<file path="src/rtl/dac_channel_scheduler_pkg.sv">
// Shared constants, FSM encoding and channel-pick helpers for the DAC channel scheduler.
package dac_channel_scheduler_pkg;

    localparam logic [3:0] CMD_WRITE = 4'b0011;

    localparam logic [3:0] CH_A_ONEHOT = 4'b0001;
    localparam logic [3:0] CH_B_ONEHOT = 4'b0010;
    localparam logic [3:0] CH_C_ONEHOT = 4'b0100;
    localparam logic [3:0] CH_D_ONEHOT = 4'b1000;

    typedef enum logic [1:0] {
        ST_IDLE = 2'd0,
        ST_LOAD = 2'd1,
        ST_SEND = 2'd2,
        ST_WAIT = 2'd3
    } state_t;

    typedef struct packed {
        logic       found;
        logic [1:0] idx;
    } ch_pick_t;

    // Lowest set bit wins, giving ascending A..D service order.
    function automatic ch_pick_t pick_lowest(input logic [3:0] req);
        ch_pick_t p;
        p.found = 1'b0;
        p.idx   = 2'd0;
        for (int i = 3; i >= 0; i--) begin
            if (req[i]) begin
                p.found = 1'b1;
                p.idx   = 2'(i);
            end
        end
        return p;
    endfunction

    function automatic logic [23:0] make_word(input logic [1:0] ch, input logic [15:0] val);
        logic [3:0] onehot;
        onehot = 4'b0001 << ch;
        return {CMD_WRITE, onehot, val};
    endfunction

endpackage

</file>
<file path="src/rtl/sample_tick_gen.sv">
// Free-running sample-rate timer: counts 0..SAMPLE_INTERVAL-1 and flags the last count.
// Latency: tick is combinational from the count register; no backpressure.
module sample_tick_gen #(
    parameter logic [15:0] SAMPLE_INTERVAL = 16'd1909
) (
    input  logic fpga_clock,
    input  logic rst,
    output logic tick
);

    localparam logic [15:0] LAST = SAMPLE_INTERVAL - 16'd1;

    logic [15:0] count_q;
    logic [15:0] count_d;

    always_comb begin
        count_d = (count_q == LAST) ? 16'd0 : count_q + 16'd1;
    end

    always_ff @(posedge fpga_clock or posedge rst) begin
        if (rst) begin
            count_q <= 16'd0;
        end else begin
            count_q <= count_d;
        end
    end

    assign tick = (count_q == LAST);

endmodule

</file>
<file path="src/rtl/dac_channel_scheduler.sv">
// Time-shares one DAC SPI serialiser across four voices: snapshot on each sample tick, then one write per enabled channel.
// Latency: tick at T -> word at T+1, send pulse at T+2; sends FRAME_CYCLES+2 apart; ticks during a frame are dropped and flagged.
module dac_channel_scheduler
    import dac_channel_scheduler_pkg::*;
#(
    parameter logic [15:0] SAMPLE_INTERVAL = 16'd1909,
    parameter logic [15:0] FRAME_CYCLES    = 16'd60
) (
    input  logic        fpga_clock,
    input  logic        rst,
    input  logic [63:0] ch_data,
    input  logic [3:0]  ch_enable,
    output logic [23:0] dac_data_out,
    output logic        dac_send,
    output logic        sample_tick,
    output logic        frame_done,
    output logic        overrun
);

    localparam logic [15:0] WAIT_LAST = FRAME_CYCLES - 16'd1;

    state_t            state_q, state_d;
    logic [1:0]        ch_q, ch_d;
    logic [15:0]       wait_q, wait_d;
    logic [3:0][15:0]  snap_data_q, snap_data_d;
    logic [3:0]        snap_en_q, snap_en_d;
    logic [23:0]       data_q, data_d;
    logic              frame_done_q, frame_done_d;
    logic              overrun_q, overrun_d;

    logic [3:0][15:0]  ch_vals;
    ch_pick_t          first_pick;
    ch_pick_t          next_pick;

    sample_tick_gen #(
        .SAMPLE_INTERVAL(SAMPLE_INTERVAL)
    ) u_tick (
        .fpga_clock(fpga_clock),
        .rst       (rst),
        .tick      (sample_tick)
    );

    assign ch_vals    = ch_data;
    assign first_pick = pick_lowest(ch_enable);
    assign next_pick  = pick_lowest(snap_en_q & (4'b1110 << ch_q));

    always_ff @(posedge fpga_clock or posedge rst) begin
        if (rst) begin
            state_q      <= ST_IDLE;
            ch_q         <= 2'd0;
            wait_q       <= 16'd0;
            snap_data_q  <= '0;
            snap_en_q    <= 4'd0;
            data_q       <= 24'd0;
            frame_done_q <= 1'b0;
            overrun_q    <= 1'b0;
        end else begin
            state_q      <= state_d;
            ch_q         <= ch_d;
            wait_q       <= wait_d;
            snap_data_q  <= snap_data_d;
            snap_en_q    <= snap_en_d;
            data_q       <= data_d;
            frame_done_q <= frame_done_d;
            overrun_q    <= overrun_d;
        end
    end

    // The word register is loaded on the edge that enters LOAD, so it is
    // already valid during LOAD and holds through SEND and WAIT.
    always_comb begin
        state_d      = state_q;
        ch_d         = ch_q;
        wait_d       = wait_q;
        snap_data_d  = snap_data_q;
        snap_en_d    = snap_en_q;
        data_d       = data_q;
        frame_done_d = 1'b0;
        overrun_d    = overrun_q | (sample_tick & (state_q != ST_IDLE));
        case (state_q)
            ST_IDLE: begin
                if (sample_tick && first_pick.found) begin
                    snap_data_d = ch_vals;
                    snap_en_d   = ch_enable;
                    ch_d        = first_pick.idx;
                    data_d      = make_word(first_pick.idx, ch_vals[first_pick.idx]);
                    state_d     = ST_LOAD;
                end
            end
            ST_LOAD: begin
                state_d = ST_SEND;
            end
            ST_SEND: begin
                wait_d  = 16'd0;
                state_d = ST_WAIT;
            end
            ST_WAIT: begin
                if (wait_q == WAIT_LAST) begin
                    if (next_pick.found) begin
                        ch_d    = next_pick.idx;
                        data_d  = make_word(next_pick.idx, snap_data_q[next_pick.idx]);
                        state_d = ST_LOAD;
                    end else begin
                        frame_done_d = 1'b1;
                        state_d      = ST_IDLE;
                    end
                end else begin
                    wait_d = wait_q + 16'd1;
                end
            end
            default: begin
                state_d = ST_IDLE;
            end
        endcase
    end

    always_comb begin
        dac_send     = (state_q == ST_SEND);
        dac_data_out = data_q;
        frame_done   = frame_done_q;
        overrun      = overrun_q;
    end

endmodule

</file>
<file path="config.mk">
export PLATFORM = sky130hd
export DESIGN_NAME = dac_channel_scheduler
export DESIGN_NICKNAME = d
export VERILOG_FILES = /design/src/rtl/dac_channel_scheduler_pkg.sv /design/src/rtl/sample_tick_gen.sv /design/src/rtl/dac_channel_scheduler.sv
export SDC_FILE = /design/constraint.sdc
export NUM_CORES = 1
export LEC_CHECK = 0
export BUFFER_PORTS_ARGS = -buffer_cell sky130_fd_sc_hd__buf_2
export CORE_MARGIN = 2
export CORE_UTILIZATION = 25
export CTS_BUF_LIST = sky130_fd_sc_hd__clkbuf_4 sky130_fd_sc_hd__clkbuf_8
export CTS_CLUSTER_SIZE = 10
export DETAILED_ROUTE_END_ITERATION = 7
export PLACE_DENSITY = 0.38
export SYNTH_ARGS = -nofsm -noshare
export SYNTH_HDL_FRONTEND = slang
export SYNTH_HIERARCHICAL = 1
export SYNTH_SLANG_ARGS = --single-unit
</file>
<file path="constraint.sdc">
create_clock -name fpga_clock -period 3.6 [get_ports fpga_clock]
set_input_delay 0.18 -clock fpga_clock [delete_from_list [all_inputs] [get_ports fpga_clock]]
set_output_delay 0.18 -clock fpga_clock [all_outputs]
set_load 0.005 [all_outputs]
</file>
# [Word-level counts from Yosys, hierarchy flattened]
# Index checks and enable logic that the tools add are counted.
[classes] n_addsub=2 magnitude_cmp=2 n_eq_ne=9 n_shift=3 muxes=30 bitwise_logic=3 n_reduce_logical=9
[ops] operator="24-bit 2-to-1 mux" count=3
[ops] operator="16-bit binary-select mux with 2-bit select" count=2
[ops] operator="16-bit 2-to-1 mux" count=4
[ops] operator="24-bit case mux with 2 select lines" count=1
[ops] operator="16-bit by 1-bit adder with 16-bit output (second input constant)" count=2
[ops] operator="16-bit case mux with 2 select lines" count=1
[ops] operator="3-bit 2-to-1 mux" count=8
[ops] operator="16-bit by 11-bit equality test with 1-bit output (second input constant)" count=1
[ops] operator="16-bit by 6-bit equality test with 1-bit output (second input constant)" count=1
[ops] operator="2-bit 2-to-1 mux" count=5
[ops] operator="2-bit != test (second input constant)" count=4
[ops] operator="2-bit case mux with 4 select lines" count=1
[ops] operator="1-bit by 2-bit << shifter with 4-bit output (first input constant)" count=2
[ops] operator="2-bit by 3-bit < comparator with 1-bit output (second input constant)" count=2
[ops] operator="2-bit AND reduction" count=3
[ops] operator="2-bit nonzero test" count=3
[ops] operator="4-bit bitwise AND" count=1
[ops] operator="2-bit equality test (second input constant)" count=2
[ops] operator="1-bit 2-to-1 mux" count=4
[ops] operator="2-bit case mux with 2 select lines" count=1
[ops] operator="4-bit AND reduction" count=1
[ops] operator="4-bit by 2-bit << shifter with 4-bit output (first input constant)" count=1
[ops] operator="2-bit by 1-bit equality test with 1-bit output (second input constant)" count=1
[ops] operator="2-bit zero test" count=1
[ops] operator="other kinds (3)" count=3
[word_totals] regBits=130 in_bits=70 word_cells=70

# [Logic depth before layout (Yosys ltp)]
# Gate-level depths: netlist of run 1.
[depth] depth_word=11 depth_mapped=12 mapped_depth_nobuf=9

# [Hierarchy]
# The synthesis of run 1 kept the hierarchy.
[by_module_without_submodules] module="dac_channel_scheduler" instances=1 cells_per_inst=622 area_each_um2=6198.4
[by_module_without_submodules] module="sample_tick_gen" instances=1 cells_per_inst=69 area_each_um2=759.5

# [Worst setup path before layout of run 1]
# No wires, ideal clock.
[synth_timing] path_type="register to register" from="register u_tick.count_q[0]" to="register snap_data_q[48] (netlist name)" setup_ns=0.125 arrival_ns=2.289 required_ns=3.475 path_slack_ns=1.187 path_stages_with_launch=12 path_buffers=3 synth_period_minus_slack_ns=2.413 cell_sequence="dfrtp_1 > inv_1 > ha_1 > nor4b_2 > nand4_1 > nor4b_2 > buf_4 > o41ai_1 > or2_2 > buf_2 > buf_2 > mux2_2"
[synth_via] elab_chain_cells=3
[synth_lines] element="start, declared" line="sample_tick_gen.sv:13" text="logic [15:0] count_q;"
[synth_lines] element="start signal, assigned" line="sample_tick_gen.sv:24" text="count_q <= count_d;"
[synth_lines] element="16-bit by 11-bit equality test with 1-bit output" line="sample_tick_gen.sv:28" text="assign tick = (count_q == LAST);"
[synth_lines] element="net sample_tick" line="dac_channel_scheduler.sv:15" text="output logic sample_tick,"
[synth_lines] element="1-bit logical AND" line="dac_channel_scheduler.sv:82" text="if (sample_tick && first_pick.found) begin"
[synth_lines] element="2-bit AND reduction (no source line)"
[synth_lines] element="end signal, assigned" line="dac_channel_scheduler.sv:61" text="snap_data_q <= snap_data_d;"
[synth_lines] element="end, declared" line="dac_channel_scheduler.sv:25" text="logic [3:0][15:0] snap_data_q, snap_data_d;"
# The timed path passes the listed nets, and every way through them passes these cells.
# A chain may end at the register's enable or synchronous reset.

# [Worst setup path in the final report of run 1]
[layout_timing] from="register u_tick.count_q[0]" to="register snap_data_q[28] (netlist name)"
[layout_via] elab_chain_cells=3
[layout_lines] element="16-bit by 11-bit equality test with 1-bit output" line="sample_tick_gen.sv:28"
[layout_lines] element="1-bit logical AND" line="dac_channel_scheduler.sv:82"
[layout_lines] element="2-bit AND reduction (no source line)"
# No other way between the ends.

==> flow_summary.toml, run 1 <==
[run_status]
outcome = "finished clean"

[synth]
synth_seq_area_share = 0.4532
syn_area_per_cell_um2 = 10.07
synthDistinctLibCells = 54
syn_inst = 691
synth-seq-cells = 126
synth_area_um2 = 6958
async_flop_share = 1.000
yosysWarnings = 6
synth_edf_count = 0
synthFlopType = "dfrtp_1"

[critical_path]
criticalPathCategory = "reg2reg"
crit_fanout = 70
r2r-start = "u_tick/count_q[0]"
startpoint_type = "flip-flop"
worst-endpoint-arrival_ns = 3.10
required_ns = 3.92
cp-end-kind = "flip-flop"
crit_top_cell = "nor4b_2"
crit_buf_inv = 2
rrSetupSlack_ns = 0.82
crit_family = "simple AND/OR/NAND/NOR gates"
r2r_cells = 9
critPathMaxStageDelay_ns = 0.42
cp_slowest_cell = "dfrtp_1"
cp_cell_sequence = "inv_1 > ha_1 > nor4b_2 > nand4_1 > nor4b_2 > o41ai_1 > or2_2 > buf_4 > mux2_2"
r2r-end = "snap_data_q[28]"

[power_and_ir_drop]
netSwitchingPower_w = 0.0007325
p_per_area_nw_per_um2 = 332.6
irDropWorstVdd_mv = 0.2124
swShare = 0.2552
p_clk_frac = 0.430
seqPwrFrac = 0.493
internal_power_w = 0.002138
leakage_nw = 3.802
combPwrFrac = 0.077

[drt]
drtIter0Drc = 411
firstDrtPassIters = 5
post_drt_via_cell_ratio = 4.851
drc = 0
routed_wl_um = 21930
vias = 5850
wire_per_inst_um = 18.18
postRouteAntennaNets = 0

[timing]
final.period_utilization = 0.7722
rsz0062_at_grt = "no"
finClkSkew_ns = 0.01341
tightest_slew_ns = 0.9570
max-slew-margin-rel = 0.3620
fmax_mhz = 359.7
fin_crit_ns = 2.780
finalSetupTns_ns = 0
finalHoldViolCount = 0
maxSlewViolCount = 0
final-setup-viol-count = 0

[die]
start_util = 0.2518
dieArea_um2 = 29180
die_x_um = 170.8
std_cell_rows = 61
core_area_um2 = 27630
die_h_um = 170.8
io_pins = 98

[worst_hold_path]
min_path_type = "in2reg"
whs_path_depth = 2
hold_end = "snap_data_q[8]"
hold_start = "ch_data[8]"

[flow_run]
maxCapViolations = 0

[clock_network]
clock_latency_ns = 0.44
numCtsBuffers = 17
cts_tree = "built"
clock_sink_count = 126
cts_max_level = 4
path_clk_slew_ns = 0.08
root_buffer = "clkbuf_8"
cts_max_path_buffers = 2

[cells_and_area]
fillerInstances = 2934
final_common_cell = "dfrtp_1"
drive_gt1_frac = 0.2645
layout_common_cells = "dfrtp_1, buf_2, mux2_2"
final_nets = 891
final_area_um2 = 8628
diodes = 0
synthToLayoutAreaGrowth_pct = 24.01

[global_routing]
antenna_found_initial = 0
grt_max_degree = 71
grt_pass1_vias = 5857
globalRouteOverflowTotal = 0
track_usage = 0.1551
grt_first_pass_wirelength_um = 34580

[placement]
placed_area_um2 = 7734
portBuffers = 95
gp_congestion = 0.7794
dp_hpwl_um = 15500
==> how the worst max path moves through the flow <==
stage / endpoint / startpoint / slack (ns) / cells past startpoint
detailed placement: snap_data_q[28] / u_tick/count_q[0] / 0.85 / 9
global placement: snap_data_q[28] / u_tick/count_q[0] / 0.94 / 9
floorplan: ch_q[0] / rst / 0.52 / 1
finish: snap_data_q[28] / u_tick/count_q[0] / 0.82 / 9
global route: snap_data_q[25] / u_tick/count_q[0] / 0.58 / 9
CTS: snap_data_q[28] / u_tick/count_q[0] / 0.79 / 9
==> per-layer routing <==
metal | vias up | wire length [µm] | GRT usage
met5 | - | 0 | 0
met4 | 0 | 309 | 0.05011
met3 | 20 | 792 | 0.02568
met2 | 143 | 10370 | 0.2461
met1 | 2919 | 10460 | 0.2155
li1 | 2768 | - | -
==> cell usage after synthesis (2+ instances only) <==
master     instances  area, µm²
nor2b_1           22      137.6
and3_1             3      18.77
o2bb2ai_1          4      35.03
nor2_1            28      105.1
dfrtp_1          126       3153
nor3_1            19      95.09
nor4b_1           15      131.4
nand3_1           29      145.1
inv_1             13      48.80
o22ai_1           18      112.6
nand2b_1          20      125.1
a2bb2oi_1          2      17.52
mux2i_1           17      170.2
ha_1               6      75.07
o211ai_1           3      22.52
o21ai_0           27      135.1
o221ai_1          15      131.4
nand4_1           10      62.56
or2_2              3      18.77
nor3b_1            2      15.01
a31oi_1           17      106.4
buf_2             15      75.07
nand2_1           54      202.7
clkbuf_1          21      78.83
o22a_1            16      140.1
xnor2_1           10      87.58
nor4b_2            3      45.04
mux2_2            64      720.7
buf_6              2      22.52
buf_4             12      90.09
buf_1              4      15.01
o31ai_1            2      15.01
a21o_1            16      120.1
xor2_1            13      113.9
and4_1             2      17.52
and2_1             5      31.28
a21oi_1           36      180.2
==> worst reg2reg max path: cells and delay by family (launching register included) <==
family | cells | cell delay [ns]
flip-flops | 1 | 0.42
buffers and inverters | 2 | 0.47
multiplexers | 1 | 0.47
AND/OR/NAND/NOR | 4 | 0.97
AO/OA/AOI/OAI | 1 | 0.17
adder cells (fa/ha/maj) | 1 | 0.15
==> timing repair <==
action	in CTS	in global routing
endpoints found under the setup margin	0	0
gates resized for setup	0	0
hold buffers	50	1
hold endpoints to repair	126	1
setup buffers	0	0
==> logic make-up after synthesis <==
logic type,after synthesis,share of synthesized area
flip-flops,126,0.4532
multiplexers,81,0.1280
XOR/XNOR,23,0.02895
adder cells (fa/ha/maj),6,0.01079
AND/OR/NAND/NOR,223,0.1753
AO/OA/AOI/OAI,163,0.1550
buffers and inverters,68,0.04819
other,1,0.0005390
==> flip-flops by register name (all words and copies together) (netlist names) <==
| signal | count |
|---|---|
| dac_data_out | 21 |
| overrun | 1 |
| wait_q | 16 |
| snap_data_q | 64 |
| state_q | 2 |
| u_tick/count_q | 16 |
| ch_q | 2 |
| snap_en_q | 3 |
| frame_done | 1 |
==> metrics by stage <==
| step | instances | power, W | hold WS, ns | utilization | worst slack (ns) |
|---|---|---|---|---|---|
| 4_1_cts | 1205 | 0.002929 | 0.001701 | 0.3119 | 0.7899 |
| 6_report | 1206 | 0.002870 | 0.02690 | 0.3123 | 0.8200 |
| 3_3_place_gp | 1123 | 0.001622 | 0.3064 | 0.2799 | 0.9357 |
| 2_1_floorplan | 692 | 0.001523 | 0.09374 | - | 0.5177 |
| 5_1_grt | 1206 | 0.003010 | 0.006290 | 0.3123 | 0.5785 |
| 3_5_place_dp | 1123 | 0.001622 | 0.3227 | 0.2799 | 0.8501 |
==> area by class of cell <==
type,instances,area [µm²],area share
inverter,13,51.30,0.005945
multi-input combinational,498,3482,0.4036
sequential,126,3154,0.3656
clock buffer,18,241.5,0.02799
clock inverter,14,142.6,0.01653
tap,378,473.0,0.05481
timing repair buffer,159,1084,0.1256
==> power groups by stage <==
| stage | clock network (W) | logic (W) | registers (W) |
|---|---|---|---|
| 2_1_floorplan | 0 | 0.0000807 | 0.00144 |
| 3_3_place_gp | 0 | 0.000180 | 0.00144 |
| 3_5_place_dp | 0 | 0.000180 | 0.00144 |
| 4_1_cts | 0.00129 | 0.000223 | 0.00141 |
| 5_1_grt | 0.00136 | 0.000241 | 0.00141 |
| 6_report | 0.00124 | 0.000221 | 0.00141 |
Power figures use the tool's default switching activity.
==> run 2, diff against run 1 <==
- PLACE_DENSITY: 0.38 -> 0.4
- clock period: 3.6 -> 2.4 ns (I/O delays scaled with it)
==> flow_summary.toml, run 2 (synthesis results as in run 1) <==
[cells_and_area]
diodes = 0
final_nets = 931
synthToLayoutAreaGrowth_pct = 31.38
drive_gt1_frac = 0.2834
multi_input_area_um2 = 3510
fin_cells = 1246
final_common_cell = "dfrtp_1"
layout_common_cells = "dfrtp_1, buf_2, dlygate4sd3_1"
largest_register_ff_count = 64
fin_util = 0.3309
seq_area_um2 = 3154
fillerInstances = 2915
registers.top_by_ff_count = "snap_data_q"

[timing]
max-slew-margin-rel = 0.4730
timing.final.ws_setup_ns = 0.04531
finClkSkew_ns = 0.01555
finalHoldViolCount = 0
tightest_slew_ns = 0.7905
final.period_utilization = 0.9811
fmax_mhz = 424.7
maxSlewViolCount = 0
rsz0062_at_grt = "yes"
final-setup-viol-count = 0
fin_crit_ns = 2.355

[critical_path]
cp_cell_sequence = "inv_1 > ha_1 > nor4b_4 > nand4_1 > nor4b_4 > o41ai_2 > buf_4 > a22oi_2 > buf_12 > nand2_1 > o2bb2ai_1"
required_ns = 2.72
worst-endpoint-arrival_ns = 2.67
crit_buf_inv = 3
r2r-start = "u_tick/count_q[1]"
startpoint_type = "flip-flop"
criticalPathCategory = "reg2reg"
r2r-end = "dac_data_out[16]"
cp-end-kind = "flip-flop"
r2r_cells = 11
crit_family = "simple AND/OR/NAND/NOR gates"
cp_slowest_cell = "dfrtp_1"
crit_top_cell = "nor4b_4"
critPathMaxStageDelay_ns = 0.40
crit_fanout = 8
rrSetupSlack_ns = 0.05

[global_routing]
grt_pass1_vias = 5835
globalRouteOverflowTotal = 0
grt_max_degree = 68
antenna_found_initial = 0
grt_first_pass_wirelength_um = 34600
track_usage = 0.1560

[die]
core_area_um2 = 27630
start_util = 0.2518
io_pins = 98
die_x_um = 170.8
dieArea_um2 = 29180
std_cell_rows = 61
die_h_um = 170.8

[clock_network]
cts_tree = "built"
clock_latency_ns = 0.45
clock_sink_count = 126
numCtsBuffers = 17
root_buffer = "clkbuf_8"
cts_max_path_buffers = 2
cts_max_level = 4
path_clk_slew_ns = 0.08

[drt]
wire_per_inst_um = 18.02
post_drt_via_cell_ratio = 4.731
drtIter0Drc = 302
drc = 0
firstDrtPassIters = 5
routed_wl_um = 22450
postRouteAntennaNets = 0
vias = 5895

[placement]
dp_hpwl_um = 15520
gp_congestion = 0.7592
portBuffers = 95
place_ws_ns = 0.04140
dp_cells = 1144

[worst_hold_path]
hold_end = "snap_en_q[2]"
hold_start = "ch_enable[2]"
whs_path_depth = 3
min_path_type = "in2reg"

[power_and_ir_drop]
finalPower_w = 0.004591
leakage_nw = 4.044
p_per_area_nw_per_um2 = 502.2
irDropWorstVdd_mv = 0.3195

[flow_run]
maxCapViolations = 0

[run_status]
outcome = "finished clean"
-- run 2: power breakdown --
part / internal, W / switching [W]
Sequential: 0.00212 / 0
Clock: 0.00122 / 0.000894
Combinational: 0.000170 / 0.000185
-- run 2: through the flow --
stage                     hold slack, ns  cell area (µm²)  TNS, ns
after floorplan                  0.03374             6965        0
after global placement            0.2258             7943        0
after detailed placement          0.2176             7943        0
after CTS                        0.01036             9074        0
after global routing             0.05134             9141   -1.273
final                            0.04491             9141        0
-- run 2: worst max-delay path by stage --
| stage | from | end | slack (ns) | cells after the start |
|---|---|---|---|---|
| 2_1_floorplan | u_tick/count_q[0] | snap_data_q[48] | 0.02 | 11 |
| 5_1_grt | u_tick/count_q[1] | dac_data_out[13] | -0.08 | 12 |
| 3_3_place_gp | u_tick/count_q[1] | snap_data_q[49] | 0.06 | 9 |
| 6_report | u_tick/count_q[1] | dac_data_out[16] | 0.05 | 11 |
| 3_5_place_dp | u_tick/count_q[1] | dac_data_out[17] | 0.04 | 11 |
| 4_1_cts | u_tick/count_q[1] | snap_data_q[14] | 0.02 | 9 |
-- run 2: worst min-delay path: cells and delay by family --
family | cells | cell delay [ns]
AOI/OAI and AO/OA | 1 | 0.09
buffers and inverters | 2 | 0.23
-- run 2: cell type report --
class | count | share of cell area
Sequential cell | 126 | 0.3451
Inverter | 13 | 0.005749
Timing Repair Buffer | 199 | 0.1648
Clock inverter | 10 | 0.01766
Multi-Input combinational cell | 498 | 0.3839
Clock buffer | 22 | 0.03107
Tap cell | 378 | 0.05174
-- run 2: layer usage --
metal,GRT usage,share of wire,vias up
met1,0.2224,0.49,2906
met2,0.2412,0.46,125
met4,0.04864,0.015,0
li1,-,-,2847
met3,0.02614,0.033,17
met5,0,0,-
-- run 2: timing repair --
action | 4_1_cts | 5_1_grt
hold endpoints to repair | 99 | 0
gates resized for setup | 0 | 5
buffers inserted | 3 | 0
hold buffers | 65 | 0
gates cloned | 0 | 2
endpoints found under the setup margin | 2 | 92
